File: src/rtl/mem_data_access_pkg.sv
// Shared types for the MEM-stage data-memory access controller:
// load/store encodings, controller states and bus size codes.
package mem_data_access_pkg;

  typedef enum logic [2:0] {LB, LBU, LH, LHU, LW} LoadType_t;
  typedef enum logic [1:0] {SB, SH, SW} StoreType_t;
  typedef enum logic [2:0] {S_IDLE, S_ADDR, S_DATA, S_DONE, S_CANCEL} state_t;

  localparam logic [1:0] SIZE_BYTE = 2'd0;
  localparam logic [1:0] SIZE_HALF = 2'd1;
  localparam logic [1:0] SIZE_WORD = 2'd2;

  function automatic logic [1:0] accessSize(input logic isLoad, input LoadType_t lt,
                                            input StoreType_t st);
    logic [1:0] size;
    size = SIZE_WORD;
    if (isLoad) begin
      case (lt)
        LB, LBU: size = SIZE_BYTE;
        LH, LHU: size = SIZE_HALF;
        default: size = SIZE_WORD;
      endcase
    end else begin
      case (st)
        SB:      size = SIZE_BYTE;
        SH:      size = SIZE_HALF;
        default: size = SIZE_WORD;
      endcase
    end
    return size;
  endfunction

endpackage

File: src/rtl/mem_data_access_load_extend.sv
// Selects the addressed byte/half lane of a raw read word and
// sign- or zero-extends it to 32 bits according to the load type.
module load_extend
  import mem_data_access_pkg::*;
(
  input  logic [1:0]  i_addrLo,
  input  LoadType_t   i_loadType,
  input  logic [31:0] i_rdata,
  output logic [31:0] o_result
);

  logic [7:0]  w_byte;
  logic [15:0] w_half;

  assign w_byte = i_rdata[8*i_addrLo +: 8];
  assign w_half = i_addrLo[1] ? i_rdata[31:16] : i_rdata[15:0];

  always_comb begin
    o_result = i_rdata;
    case (i_loadType)
      LB:      o_result = {{24{w_byte[7]}}, w_byte};
      LBU:     o_result = {24'd0, w_byte};
      LH:      o_result = {{16{w_half[15]}}, w_half};
      LHU:     o_result = {16'd0, w_half};
      default: o_result = i_rdata;
    endcase
  end

endmodule

File: src/rtl/mem_data_access.sv
// MEM-stage data-memory access controller: issues one load/store over a split
// address/data bus, stalls the pipeline until it completes, and extends loads.
module mem_data_access
  import mem_data_access_pkg::*;
(
  input  logic        clk,
  input  logic        rst,
  input  logic        MEM_MemValid,
  input  logic        MEM_IsLoad,
  input  LoadType_t   MEM_LoadType,
  input  StoreType_t  MEM_StoreType,
  input  logic [31:0] MEM_ALUOut,
  input  logic [31:0] MEM_OutB,
  input  logic        MEM_Flush,
  input  logic        WB_Stall,
  output logic        data_req,
  output logic        data_wr,
  output logic [1:0]  data_size,
  output logic [31:0] data_addr,
  output logic [31:0] data_wdata,
  input  logic        data_addr_ok,
  input  logic        data_data_ok,
  input  logic [31:0] data_rdata,
  output logic [31:0] MEM_DMOut,
  output logic        MEM_DMStall,
  output logic        MEM_AdEL,
  output logic        MEM_AdES
);

  state_t      r_state;
  logic        r_flushSeen;
  logic        r_wr;
  logic [1:0]  r_size;
  logic [31:0] r_addr;
  logic [31:0] r_wdata;
  LoadType_t   r_loadType;
  logic [31:0] r_dmBuf;

  logic [1:0]  w_size;
  logic        w_misaligned;
  logic        w_start;
  logic        w_inAddr;
  logic [31:0] w_wdata;
  logic [31:0] w_ext;

  assign w_size       = accessSize(MEM_IsLoad, MEM_LoadType, MEM_StoreType);
  assign w_misaligned = ((w_size == SIZE_HALF) && MEM_ALUOut[0]) ||
                        ((w_size == SIZE_WORD) && (MEM_ALUOut[1:0] != 2'b00));
  assign MEM_AdEL     = MEM_MemValid &  MEM_IsLoad & w_misaligned;
  assign MEM_AdES     = MEM_MemValid & ~MEM_IsLoad & w_misaligned;
  assign w_start      = MEM_MemValid & ~w_misaligned & ~MEM_Flush;
  assign w_inAddr     = (r_state == S_ADDR);

  always_comb begin
    w_wdata = MEM_OutB;
    case (MEM_StoreType)
      SB:      w_wdata = {4{MEM_OutB[7:0]}};
      SH:      w_wdata = {2{MEM_OutB[15:0]}};
      default: w_wdata = MEM_OutB;
    endcase
  end

  // While waiting for addr_ok the request comes from the captured copy, so a
  // flush that changes MEM underneath cannot alter an in-flight request.
  assign data_req   = ((r_state == S_IDLE) & w_start) | w_inAddr;
  assign data_wr    = w_inAddr ? r_wr    : ~MEM_IsLoad;
  assign data_size  = w_inAddr ? r_size  : w_size;
  assign data_addr  = w_inAddr ? r_addr  : MEM_ALUOut;
  assign data_wdata = w_inAddr ? r_wdata : w_wdata;

  load_extend u_loadExtend (
    .i_addrLo   (r_addr[1:0]),
    .i_loadType (r_loadType),
    .i_rdata    (data_rdata),
    .o_result   (w_ext)
  );

  assign MEM_DMStall = ((r_state == S_IDLE) & w_start) | w_inAddr |
                       ((r_state == S_DATA) & ~data_data_ok) | (r_state == S_CANCEL);
  assign MEM_DMOut   = ((r_state == S_DATA) && data_data_ok) ? w_ext : r_dmBuf;

  always_ff @(posedge clk or negedge rst) begin
    if (!rst) begin
      r_state     <= S_IDLE;
      r_flushSeen <= 1'b0;
      r_wr        <= 1'b0;
      r_size      <= SIZE_BYTE;
      r_addr      <= '0;
      r_wdata     <= '0;
      r_loadType  <= LB;
      r_dmBuf     <= '0;
    end else begin
      case (r_state)
        S_IDLE: begin
          if (w_start) begin
            r_wr        <= ~MEM_IsLoad;
            r_size      <= w_size;
            r_addr      <= MEM_ALUOut;
            r_wdata     <= w_wdata;
            r_loadType  <= MEM_LoadType;
            r_flushSeen <= 1'b0;
            r_state     <= data_addr_ok ? S_DATA : S_ADDR;
          end
        end
        S_ADDR: begin
          if (data_addr_ok) begin
            r_state <= (r_flushSeen | MEM_Flush) ? S_CANCEL : S_DATA;
          end else if (MEM_Flush) begin
            r_flushSeen <= 1'b1;
          end
        end
        S_DATA: begin
          // A completing access beats a simultaneous flush; the flushed MEM/WB drops it.
          if (data_data_ok) begin
            if (WB_Stall && !MEM_Flush) begin
              r_dmBuf <= w_ext;
              r_state <= S_DONE;
            end else begin
              r_state <= S_IDLE;
            end
          end else if (MEM_Flush) begin
            r_state <= S_CANCEL;
          end
        end
        S_DONE: begin
          if (!WB_Stall || MEM_Flush) r_state <= S_IDLE;
        end
        S_CANCEL: begin
          if (data_data_ok) r_state <= S_IDLE;
        end
        default: r_state <= S_IDLE;
      endcase
    end
  end

endmodule

File: config.mk
export PLATFORM = sky130hd
export DESIGN_NAME = mem_data_access
export DESIGN_NICKNAME = d
export VERILOG_FILES = /design/src/rtl/mem_data_access_pkg.sv /design/src/rtl/mem_data_access_load_extend.sv /design/src/rtl/mem_data_access.sv
export SDC_FILE = /design/constraint.sdc
export NUM_CORES = 1
export LEC_CHECK = 0
export CAP_MARGIN = 20
export CORE_UTILIZATION = 25
export DETAILED_ROUTE_END_ITERATION = 10
export GPL_ROUTABILITY_DRIVEN = 0
export SYNTH_ARGS = -nofsm -noshare
export SYNTH_HDL_FRONTEND = slang
export SYNTH_HIERARCHICAL = 1
export SYNTH_SLANG_ARGS = --single-unit
File: constraint.sdc
create_clock -name clk -period 3 [get_ports clk]
set_input_delay 0.6 -clock clk [delete_from_list [all_inputs] [get_ports clk]]
set_output_delay 0.6 -clock clk [all_outputs]
set_load 0.005 [all_outputs]
==> flow_metrics.py <==
metrics = {
    "outcome": {
        "outcome": "complete, no violations",
    },
    "place": {
        "post-place-cells": 1217,
        "preCtsSetupSlack_ns": -0.326,
        "detailed_place_hpwl_um": 15100,
        "buffer_ports.inserted": 211,
    },
    "worst_setup_path": {
        "cp.arrival_ns": 2.37,
        "critical_path_class": "input pin to primary output",
        "crit_path_end_kind": "primary output",
        "maximum_fanout_along_the_worst_path": 5,
        "cp_data_required_time_ns": 2.40,
        "critical_path.startpoint_type": "input pin",
        "worstReg2RegStart": "r_state[1]$_DFFE_PN0P_",
        "r2r_cells": 7,
        "rrSetupSlack_ns": 0.60,
        "regToRegEndpoint": "r_dmBuf[10]$_DFFE_PN0P_",
    },
    "clocking": {
        "cts_inserted_buffers": 9,
        "clockBufferDepth": 2,
        "clk_latency_ns": 0.36,
        "cts_htree_levels": 3,
        "clockRootBuffer": "sky130_fd_sc_hd__clkbuf_16",
        "clkSinkCount": 106,
        "tritoncts_clock_tree": "done",
        "clk_transition_reported_paths_ns": 0.07,
    },
    "cells_and_area": {
        "multiInputGateArea_um2": 3730,
        "areaGrowthSynthToFinish_pct": 50.5,
        "ff_latch_area_um2": 2660,
        "fill_cells": 2615,
        "post_route_cells_drive_above_1_share_pct": 23.3,
        "utilization_pct": 38.3,
        "finish.net_count": 1025,
        "post_layout_nonfiller_instances": 1257,
    },
    "global_route": {
        "grt_start_max_net_pins": 54,
        "grt_pass1_vias": 5718,
        "grt_first_pass_wirelength_um": 32700,
        "grt_antenna_before_repair": 1,
        "overflow": 0,
        "grt_use_total_pct": 15.5,
    },
    "logic_synthesis": {
        "synth.cell_area_um2": 6630,
        "synthDistinctLibCells": 43,
        "asyncSetResetFlopFracSynth_pct": 100,
        "area_share_of_fa_ha_maj_cells_after_synthesis_pct": 0,
        "synth-main-ff-cell": "sky130_fd_sc_hd__dfrtp_1",
        "synth_instances": 660,
        "yosys_warnings": 6,
        "synthXorXnorAreaFrac_pct": 0,
        "synth-compound-area-share_pct": 8.66,
        "synth_simple_gate_area_share_pct": 15.0,
        "synth_enable_flop_cells": 0,
        "ys_seq_area_share_pct": 40.0,
        "avgSynthCellArea_um2": 10.0,
        "main_combinational_cell_family_by_area_after_synthesis": "multiplexers",
        "syn-num-nets": 769,
        "yosys_register_bits": 106,
        "post_synth_mux_area_share_pct": 31.4,
    },
    "timing": {
        "hold-worst-slack_ns": 0.211,
        "fin_skew_ns": 0.00743,
        "timing.final.hold_violations": 0,
        "finalMaxSlewViolations": 0,
        "final.setup.worst_slack_ns": 0.0320,
        "fin_crit_sh_pct": 98.9,
        "max_freq_ghz": 0.337,
        "setup_viol_count_final": 0,
        "tightest_slew_ns": 0.830,
        "period_needed_ns": 2.97,
        "relSlewSlack_pct": 44.7,
    },
    "pwr": {
        "power-per-cell-area_nw_per_um2": 880,
        "leakage_uw": 0.00497,
        "max-vdd-ir-drop_v": 0.000364,
        "p_total_uw": 8780,
    },
    "die": {
        "placeableCoreArea_um2": 26100,
        "die_h_um": 165,
        "chipWidth_um": 165,
        "site_rows": 59,
        "fp.dieArea_um2": 27200,
        "initial_core_util_pct": 25.4,
        "design.portCount": 212,
    },
    "routing": {
        "drt_wl_total_um": 21600,
        "detailroute.wirelength.met3_um": 1830,
        "final_antenna_net_count": 0,
        "detail_route.vias_per_cell": 4.58,
        "drcViolationCount": 0,
        "dr.max_layer_used": "met5",
        "drt-met1-wl_um": 9290,
        "drt_pass1_iterations": 4,
        "met2_wirelength_um": 10000,
        "detailroute.via_count": 5751,
        "drt_first_iter_violations": 311,
        "wl_per_cell_um": 17.2,
    },
    "job": {
        "drv_cap": 0,
    },
    "worst_hold_path": {
        "hold_path_class": "input pin to async pin",
    },
}
[cell type report]
cell class | instances | share of cell area, %
antenna | 1 | 0.0251
clock buffer | 11 | 2.43
clock inverter | 5 | 0.389
inverter | 22 | 0.828
multi-input combinational | 485 | 37.4
sequential | 106 | 26.7
tap | 335 | 4.20
timing repair buffer | 292 | 28.1
[kinds of logic after synthesis]
logic type             count (synthesis)
muxes                                170
AOI/OAI and AO/OA                     85
and+or+nand+nor                      230
buffers and inverters                 69
DFF                                  106
[cell usage after synthesis (all sizes together) (4+ instances only)]
master / instances / area [µm²]
nand2: 175 / 657
buf: 20 / 145
nand2b: 4 / 25.0
dfrtp: 106 / 2650
nor2: 26 / 97.6
a21oi: 19 / 95.1
o21ai: 31 / 155
mux2: 126 / 1610
nor3b: 5 / 53.8
inv: 22 / 82.6
and4b: 7 / 70.1
clkbuf: 27 / 101
a221o: 15 / 150
a22o: 9 / 78.8
mux2i: 43 / 443
[worst max-delay path: stages]
cell and delay, ns:
sky130_fd_sc_hd__dlygate4sd2_1 0.25, sky130_fd_sc_hd__mux4_2 0.50, sky130_fd_sc_hd__nor3b_4 0.20, sky130_fd_sc_hd__buf_4 0.15
sky130_fd_sc_hd__a221o_1 0.27, sky130_fd_sc_hd__mux2_2 0.27, sky130_fd_sc_hd__buf_2 0.13
[power by group]
group	total [µW]	internal [µW]	switching, µW
Combinational	5060	2910	2150
Clock	1190	593	597
Sequential	2530	2110	424
Total	8780	5610	3170
[cells in the final DEF, fill, tap and decap left out, drive strengths merged]
master and count:
o32ai 1, a32oi 1, mux2i 43, nor4bb 1
dfrtp 106, a21oi 19, buf 86, and3b 3
o21ai 31, clkinvlp 1, clkinv 3, mux4 1
nor2b 3, nand2b 4, a32o 1, or3b 1
or3 1, clkbuf 13, clkdlybuf4s15 3, dlymetal6s2s 6
nand2 175, o22ai 2, a221o 15, or2 2
nor3b 5, a211o 1, o221ai 1, clkdlybuf4s50 166
nand3 1, o21a 2, dlygate4sd2 29, mux2 126
a21boi 1, a21o 1, inv 23, diode 1
nor3 1, nor2 26, and4b 7, a22o 9
[sequential cells by signal, indices dropped and copies added, names as in the netlist]
signal,count
r_addr,32
r_dmBuf,32
r_wdata,32
r_loadType,3
r_state,3
r_size,2
r_flushSeen,1
r_wr,1
[stage by stage]
stage                TNS, ns  cell area [µm²]
global route        -0.00454             9980
floorplan                  0             6630
finish                     0             9980
global placement      -16.80             9450
CTS                   -0.166             9800
detailed placement    -17.03             9450
[timing repair]
action	CTS	global route
cloned	1	2
setup endpoints to repair	56	63
setup buffers	8	12
hold buffers	0	0
resized for setup	73	18
pin swaps	2	1
[worst max-delay path by stage]
stage	end	cells after the start	startpoint
4_1_cts	MEM_DMOut[16]	5	data_data_ok
6_report	MEM_DMOut[9]	7	data_rdata[31]
5_1_grt	MEM_DMOut[21]	9	data_rdata[15]
3_5_place_dp	data_req	6	MEM_IsLoad
3_3_place_gp	MEM_DMOut[12]	6	data_rdata[23]
2_1_floorplan	data_req	7	MEM_StoreType[1]
[metal layers]
metal / vias up / global-route usage [%]
met5: - / 0
met4: 2 / 4.84
met3: 24 / 4.60
met2: 206 / 25.2
met1: 2742 / 19.8
li1: 2777 / -
No activity file was read; power rests on OpenSTA's default activity.
